$ cat src/rtl/div_sequencer.sv
// Radix-2 restoring divide/remainder sequencer (DIV, DIVU, REM, REMU) for the RV32 execute stage.
// Optional macro DIV_SPECIAL_FAST_EN: divisor-zero and signed-overflow results are produced in one cycle.
module div_sequencer #(
  parameter int XLEN = 32
) (
  input  logic            clk_i,
  input  logic            reset_i,
  input  logic            start_i,
  input  logic            kill_i,
  input  logic [2:0]      funct3_i,
  input  logic [XLEN-1:0] a_i,
  input  logic [XLEN-1:0] b_i,
  output logic            stall_o,
  output logic            busy_o,
  output logic            done_o,
  output logic [XLEN-1:0] result_o
);

  localparam int CW = $clog2(XLEN);
  localparam logic [XLEN-1:0] MIN_NEG = {1'b1, {(XLEN-1){1'b0}}};

  typedef enum logic [1:0] {IDLE, RUN, FIX, DONE} state_e;

  state_e          state_q, state_d;
  logic [CW-1:0]   cnt_q, cnt_d;
  logic [XLEN-1:0] rem_q, rem_d;
  logic [XLEN-1:0] quo_q, quo_d;
  logic [XLEN-1:0] dvs_q, dvs_d;
  logic [XLEN-1:0] aRaw_q, aRaw_d;
  logic [XLEN-1:0] result_q, result_d;
  logic            isRem_q, isRem_d;
  logic            signQ_q, signQ_d;
  logic            signR_q, signR_d;
  logic            divZero_q, divZero_d;
  logic            ovf_q, ovf_d;

  logic            accept;
  logic            isSignedIn;
  logic            divZeroIn;
  logic            ovfIn;
  logic            fastHit;
  logic [XLEN-1:0] absA;
  logic [XLEN-1:0] absB;
  logic [XLEN:0]   remShift;
  logic [XLEN:0]   diff;
  logic [XLEN-1:0] quoFinal;
  logic [XLEN-1:0] remFinal;

  function automatic logic [XLEN-1:0] specialResult(input logic isRem, input logic divZero,
                                                    input logic [XLEN-1:0] aRaw);
    if (divZero) return isRem ? aRaw : '1;
    return isRem ? '0 : MIN_NEG;
  endfunction

  assign accept     = start_i & funct3_i[2] & ~kill_i;
  assign isSignedIn = ~funct3_i[0];
  assign divZeroIn  = (b_i == '0);
  assign ovfIn      = isSignedIn & (a_i == MIN_NEG) & (b_i == '1);
  assign absA       = (isSignedIn & a_i[XLEN-1]) ? -a_i : a_i;
  assign absB       = (isSignedIn & b_i[XLEN-1]) ? -b_i : b_i;

`ifdef DIV_SPECIAL_FAST_EN
  assign fastHit = divZeroIn | ovfIn;
`else
  assign fastHit = 1'b0;
`endif

  // The dividend drains out of the quotient register's MSB as quotient bits shift in at the LSB.
  assign remShift = {rem_q, quo_q[XLEN-1]};
  assign diff     = remShift - {1'b0, dvs_q};
  assign quoFinal = signQ_q ? -quo_q : quo_q;
  assign remFinal = signR_q ? -rem_q : rem_q;

  always_comb begin
    state_d   = state_q;
    cnt_d     = cnt_q;
    rem_d     = rem_q;
    quo_d     = quo_q;
    dvs_d     = dvs_q;
    aRaw_d    = aRaw_q;
    result_d  = result_q;
    isRem_d   = isRem_q;
    signQ_d   = signQ_q;
    signR_d   = signR_q;
    divZero_d = divZero_q;
    ovf_d     = ovf_q;
    stall_o   = 1'b0;

    unique case (state_q)
      IDLE: begin
        if (accept) begin
          stall_o   = 1'b1;
          rem_d     = '0;
          quo_d     = absA;
          dvs_d     = absB;
          aRaw_d    = a_i;
          isRem_d   = funct3_i[1];
          signQ_d   = isSignedIn & (a_i[XLEN-1] ^ b_i[XLEN-1]);
          signR_d   = isSignedIn & a_i[XLEN-1];
          divZero_d = divZeroIn;
          ovf_d     = ovfIn;
          if (fastHit) begin
            result_d = specialResult(funct3_i[1], divZeroIn, a_i);
            state_d  = DONE;
          end else begin
            cnt_d   = CW'(XLEN-1);
            state_d = RUN;
          end
        end
      end
      RUN: begin
        stall_o = 1'b1;
        if (kill_i) begin
          state_d = IDLE;
        end else begin
          if (!diff[XLEN]) begin
            rem_d = diff[XLEN-1:0];
            quo_d = {quo_q[XLEN-2:0], 1'b1};
          end else begin
            rem_d = remShift[XLEN-1:0];
            quo_d = {quo_q[XLEN-2:0], 1'b0};
          end
          cnt_d = cnt_q - 1'b1;
          if (cnt_q == '0) state_d = FIX;
        end
      end
      FIX: begin
        stall_o = 1'b1;
        if (kill_i) begin
          state_d = IDLE;
        end else begin
          // Sign correction alone gives the wrong DIV-by-zero answer, so special cases override it.
          if (divZero_q || ovf_q) result_d = specialResult(isRem_q, divZero_q, aRaw_q);
          else                    result_d = isRem_q ? remFinal : quoFinal;
          state_d = DONE;
        end
      end
      DONE: state_d = IDLE;
      default: state_d = IDLE;
    endcase
  end

  always_ff @(posedge clk_i) begin
    if (reset_i) begin
      state_q   <= IDLE;
      cnt_q     <= '0;
      rem_q     <= '0;
      quo_q     <= '0;
      dvs_q     <= '0;
      aRaw_q    <= '0;
      result_q  <= '0;
      isRem_q   <= 1'b0;
      signQ_q   <= 1'b0;
      signR_q   <= 1'b0;
      divZero_q <= 1'b0;
      ovf_q     <= 1'b0;
    end else begin
      state_q   <= state_d;
      cnt_q     <= cnt_d;
      rem_q     <= rem_d;
      quo_q     <= quo_d;
      dvs_q     <= dvs_d;
      aRaw_q    <= aRaw_d;
      result_q  <= result_d;
      isRem_q   <= isRem_d;
      signQ_q   <= signQ_d;
      signR_q   <= signR_d;
      divZero_q <= divZero_d;
      ovf_q     <= ovf_d;
    end
  end

  assign busy_o   = (state_q == RUN) || (state_q == FIX);
  assign done_o   = (state_q == DONE);
  assign result_o = result_q;

endmodule
$ cat config.mk
export PLATFORM = sky130hd
export DESIGN_NAME = div_sequencer
export DESIGN_NICKNAME = d
export VERILOG_FILES = /design/src/rtl/div_sequencer.sv
export SDC_FILE = /design/constraint.sdc
export NUM_CORES = 1
export LEC_CHECK = 0
export CAP_MARGIN = 10
export CORE_MARGIN = 2
export CORE_UTILIZATION = 30
export DETAILED_ROUTE_END_ITERATION = 16
export SLEW_MARGIN = 25
export SYNTH_ARGS = -nofsm -noshare
export SYNTH_HDL_FRONTEND = slang
export SYNTH_SLANG_ARGS = --single-unit
$ cat constraint.sdc
create_clock -name clk_i -period 6.05 [get_ports clk_i]
set_clock_uncertainty 0.1 [all_clocks]
set_input_delay 0.605 -clock clk_i [delete_from_list [all_inputs] [get_ports clk_i]]
set_output_delay 0.605 -clock clk_i [all_outputs]
set_load 0.05 [all_outputs]
==> results of run 1 <==
==> synthesized netlist by cell type (all sizes together), types with 5 or more instances <==
cell type	number
nand2	265
dfxtp	172
a21oi	140
nor2	134
o21ai	110
xnor2	100
clkbuf	94
nand3	83
inv	64
xor2	46
ha	44
nor3	42
a211oi	36
o31ai	30
o211ai	20
nand4	19
or4	18
or3	17
buf	16
nand2b	15
o41ai	15
a31oi	13
nor4	12
and3	10
mux2i	10
a21o	9
nor2b	9
o21a	9
a311oi	8
nor3b	5
o311ai	5
o31a	5
==> routing by layer <==
| metal | global-route usage (%) | share of wire (%) |
|---|---|---|
| met2 | 28.9 | 45 |
| met3 | 2.76 | 5.4 |
| met5 | 0 | 0 |
| met1 | 24.6 | 47 |
| met4 | 4.80 | 1.6 |
==> final cells by class <==
| cell class | count | area (um^2) |
|---|---|---|
| clock buffer | 18 | 439 |
| clock inverter | 14 | 124 |
| fill | 4204 | 25500 |
| inverter | 65 | 244 |
| multi-input combinational | 1301 | 7850 |
| sequential | 172 | 3440 |
| tap | 525 | 657 |
| timing repair buffer | 124 | 1190 |
==> cell families after synthesis <==
kind of cell,count (synthesis)
AO/OA/AOI/OAI,447
XOR/XNOR,146
multiplexers,12
adder cells (fa/ha/maj),45
flip-flops,172
buffers and inverters,175
AND/OR/NAND/NOR,651
==> metrics by stage <==
step	hold slack [ns]	worst slack [ns]
global route	0.370	1.61
floorplan	0.333	2.69
global placement	0.333	2.05
finish	0.340	1.90
CTS	0.344	1.95
detailed placement	0.333	1.97
==> flip-flops by register name (all words and copies together) (netlist names) <==
register / cells
rem_q: 32
ovf_q: 1
signR_q: 1
divZero_q: 1
signQ_q: 1
result_o: 32
isRem_q: 1
quo_q: 32
aRaw_q: 32
state_q: 2
dvs_q: 32
cnt_q: 5
==> path summary, 6_finish.rpt <==
path / start / to / slack [ns] / cells after the start
worst max-delay path: quo_q[31]$_SDFFE_PP0P_ / rem_q[29]$_SDFFE_PP0P_ / 1.90 / 12
worst min-delay path: result_o[24]$_SDFFE_PP0P_ / result_o[24]$_SDFFE_PP0P_ / 0.34 / 2
worst max register to register: quo_q[31]$_SDFFE_PP0P_ / rem_q[29]$_SDFFE_PP0P_ / 1.90 / 12
worst min register to register: result_o[24]$_SDFFE_PP0P_ / result_o[24]$_SDFFE_PP0P_ / 0.34 / 2
==> where the power goes <==
group	switching (W)	total, W	internal (W)
Combinational	0.000575	0.000931	0.000356
Sequential	0.0000780	0.00127	0.00119
Clock	0.000534	0.00109	0.000554
==> worst max-delay path, cell delays in order, from the launching register on <==
cell and delay (ns):
dfxtp_1 0.38, inv_1 0.09, ha_1 0.22, fa_1 0.38, nand2b_1 0.20, a21o_1 0.21
a21o_1 0.20, a2111oi_0 0.73, o31ai_2 0.35, xnor2_2 0.57, buf_4 0.35, o31a_1 0.17
o21ai_0 0.08
==> flow_summary.ini, run 1 <==
[status]
status = completed

[synth]
async_flop_share_pct = 0
yosys_register_bits = 172
syn_inst = 1648
avgSynthCellArea_um2 = 7.24
synth_compound_area_share_pct = 23.8
ys_types = 74
synth_edf_count = 0
ys_seq_area_share_pct = 28.9
synth_xor_area_share_pct = 10.7
synth_mux_area_share_pct = 1.03
synthAdderAreaFrac_pct = 4.78
synthTopCellsByArea = dfxtp_1 29%, nand2_1 8.3%, xnor2_1 7.3%
yosysWarnings = 0
yosys.area.top_type = dfxtp_1
synth_nets = 1764
synth_area_mm2 = 0.0119
netlist.area_leader.share_pct = 28.9
synth-simple-area-share_pct = 25.2
ys.flop_type = dfxtp_1
synth_top_family_by_area = simple AND/OR/NAND/NOR gates

[hold_path]
hp-class = flop to flop

[sta]
max_freq_mhz = 241
finalSetupTns_ns = 0
timing.final.crit_share_pct = 68.6
final_max_slew_viol_count = 0
rsz0062_at_grt = no
worstMarginPinSlew_ns = 1.11
hold_viol = 0
final-setup-viol-count = 0
max_slew_margin_pct = 25.6
min_period_ns = 4.15

[placement]
gp_congestion = 0.838
dpl_cell_area_mm2 = 0.0134
place_inst = 2187
place_hpwl_um = 27400
io_buffers = 105

[floorplan]
dieArea_mm2 = 0.0414
rows = 73
io_pins = 106
die_w_um = 203
die_h_um = 203
start_util_pct = 30.2
placeableCoreArea_mm2 = 0.0395

[cells_and_area]
drive_gt1_share_pct = 4.49
antenna_cells = 0
layout_commonest_cell = nand2_1
syn_to_final_growth_pct = 16.9
fin_util_pct = 35.4
postLayoutCellArea_mm2 = 0.0140
fin_cells = 2219
final_cell_mix = 265 x nand2_1, 171 x dfxtp_1, 140 x a21oi_1, 132 x nor2_1, 108 x o21ai_0
fin_nets = 1797

[clocking]
cts_tree = built
clock_sinks = 172
clockBufferDepth = 2
cts_root_buf = clkbuf_16
cts_hold_buffers = 0
h-tree-depth = 4
clk_pin_slew_worst_paths_ns = 0.08
cts_resized = 0
clk_latency_ns = 0.45
cts_setup_buffers = 0
cts_buffers = 17

[route]
vias = 11789
wl_per_cell_um = 16.8
routed_wl_um = 37300
antenna_left = 0
first_pass_iters = 6
vias_per_cell = 5.31
drc = 0
drt-initial-drc-count = 858

[power_and_ir_drop]
p_total_w = 0.00329
peakVddDrop_uv = 196
p_leak_nw = 5.02
p_per_area_mw_per_mm2 = 236

[flow_run]
maxCapViolCount = 0

[global_routing]
grt_max_degree = 84
grt-ovfl-total = 0
antenna_found_initial = 0
grt_pass1_vias = 11213
grt_pass1_wl_um = 59700
grtUsageTotal_pct = 17.8

[critical_path]
end_kind = flop
cp-start-kind = flop
cp.arrival_ns = 4.38
crit_fanout = 19
path_class = flop to flop
worstPathRequired_ns = 6.28
(Power assumes the default switching activity.)
==> inputs of run 2 (changes only) <==
==> constraint.sdc (replaced) <==
create_clock -name clk_i -period 3.9 [get_ports clk_i]
set_clock_uncertainty 0.1 [all_clocks]
set_input_delay 0.39 -clock clk_i [delete_from_list [all_inputs] [get_ports clk_i]]
set_output_delay 0.39 -clock clk_i [all_outputs]
set_load 0.05 [all_outputs]
==> run 2 against run 1 <==
Against the previous run:
- setup slack got worse by 1.6 ns
- clock power rose by 61%
- count of clock-buffer cells in the layout grew 5
- critical endpoint is now rem_q[21]$_SDFFE_PP0P_
- highest routed layer unchanged
==> flow_summary.ini, run 2 (same netlist as run 1, synthesis figures left out) <==
[status]
status = completed

[critical_path]
worstPathRequired_ns = 4.13
crit_start = quo_q[31]$_SDFFE_PP0P_
r2r_slack_ns = 0.30
r2r_end = rem_q[21]$_SDFFE_PP0P_
path_class = flop to flop
crit_path_end = rem_q[21]$_SDFFE_PP0P_
crit_fanout = 10
end_kind = flop
worstRegToRegCells = 13
reg2reg_from = quo_q[31]$_SDFFE_PP0P_
cp-start-kind = flop
cp.arrival_ns = 3.83

[clocking]
cts_resized = 0
cts_buffers = 17
clk_pin_slew_worst_paths_ns = 0.06
cts_hold_buffers = 0
cts_tree = built
cts_root_buf = clkbuf_16
cts_setup_buffers = 0
clock_sinks = 172
clk_latency_ns = 0.44
clockBufferDepth = 2
h-tree-depth = 4

[power_and_ir_drop]
seq_power_share_pct = 37.6
switching_share_pct = 33.5
peakVddDrop_uv = 244
clkPwrFrac_pct = 33.8
intPower_w = 0.00347
p_total_w = 0.00521
p_leak_nw = 5.19
combPwrFrac_pct = 28.6
power.switching_w = 0.00174
p_per_area_mw_per_mm2 = 366

[global_routing]
grt_max_degree = 77
antenna_found_initial = 0
grt-ovfl-total = 0
grtUsageTotal_pct = 18.0
grt_pass1_vias = 10965
grt_pass1_wl_um = 59600

[route]
vias = 11917
antenna_left = 0
drt-initial-drc-count = 848
first_pass_iters = 6
vias_per_cell = 5.30
drc = 0
routed_wl_um = 37600
wl_per_cell_um = 16.7

[cells_and_area]
layout_commonest_cell = nand2_1
fin_nets = 1830
drive_gt1_share_pct = 5.91
syn_to_final_growth_pct = 19.2
antenna_cells = 0
fin_cells = 2250
final_cell_mix = 265 x nand2_1, 172 x dfxtp_1, 140 x a21oi_1, 132 x nor2_1, 108 x o21ai_0
fin_util_pct = 36.1

[sta]
timing.final.crit_share_pct = 92.2
final-setup-viol-count = 0
max_freq_mhz = 278
final_max_slew_viol_count = 0
rsz0062_at_grt = no
min_period_ns = 3.60
hold_viol = 0
max_slew_margin_pct = 33.8
finalSetupTns_ns = 0
worstMarginPinSlew_ns = 0.993

[placement]
place_inst = 2220
io_buffers = 105
gp_congestion = 0.887
place_hpwl_um = 28000

[floorplan]
rows = 73
start_util_pct = 30.2
io_pins = 106
placeableCoreArea_mm2 = 0.0395
dieArea_mm2 = 0.0414
die_h_um = 203
die_w_um = 203

[flow_run]
maxCapViolCount = 0

[hold_path]
hp-class = flop to flop
worstHoldStart = aRaw_q[31]$_SDFFE_PP0P_
[run 2: cell type report]
type,instances,area (um^2)
fillers,4185,25200
inverters,65,244
clock inverters,7,115
repair buffers,157,1440
flip-flops and latches,172,3440
clock buffers,23,468
well taps,525,657
multi-input cells,1301,7860
[run 2: how the worst min path moves through the flow]
| stage | cells after the start | slack (ns) | to |
|---|---|---|---|
| 6_report | 2 | 0.35 | aRaw_q[31]$_SDFFE_PP0P_ |
| 5_1_grt | 2 | 0.37 | aRaw_q[14]$_SDFFE_PP0P_ |
| 4_1_cts | 2 | 0.35 | aRaw_q[31]$_SDFFE_PP0P_ |
| 3_5_place_dp | 2 | 0.34 | aRaw_q[31]$_SDFFE_PP0P_ |
| 3_3_place_gp | 2 | 0.34 | result_o[24]$_SDFFE_PP0P_ |
| 2_1_floorplan | 2 | 0.33 | aRaw_q[6]$_SDFFE_PP0P_ |
[run 2: worst max-delay path, cell delays in order (launching register included)]
cell and delay (ns):
dfxtp_1 0.37, inv_1 0.07, ha_1 0.22, fa_1 0.39, nand2b_1 0.20, a21o_1 0.21
a21o_1 0.20, a2111oi_2 0.53, o31ai_4 0.23, xor2_2 0.34, buf_4 0.23, buf_4 0.18
nor3_1 0.06, nand3b_1 0.16
[run 2: power groups by stage]
stage	Sequential, W	Clock [W]	Combinational, W
3_5_place_dp	0.00200	0	0.00146
2_1_floorplan	0.00197	0	0.00103
3_3_place_gp	0.00199	0	0.00145
5_1_grt	0.00197	0.00186	0.00164
6_report	0.00196	0.00176	0.00149
4_1_cts	0.00196	0.00180	0.00147
[run 2: per-layer routing]
layer  routed length, um  global-route usage [%]  share of wire (%)
met2               16800                    28.3                 45
met5                   0                       0                  0
met1               17900                    25.3                 48
met3                2100                    2.51                5.6
met4                 823                    5.47                2.2
[run 2: per-stage QoR]
step	setup WS, ns	hold slack (ns)	instance area [um^2]
2_1_floorplan	0.539	0.333	11900
3_3_place_gp	0.153	0.337	13600
3_5_place_dp	0.0523	0.344	13600
4_1_cts	0.0291	0.354	14200
5_1_grt	0.121	0.366	14200
6_report	0.304	0.352	14200
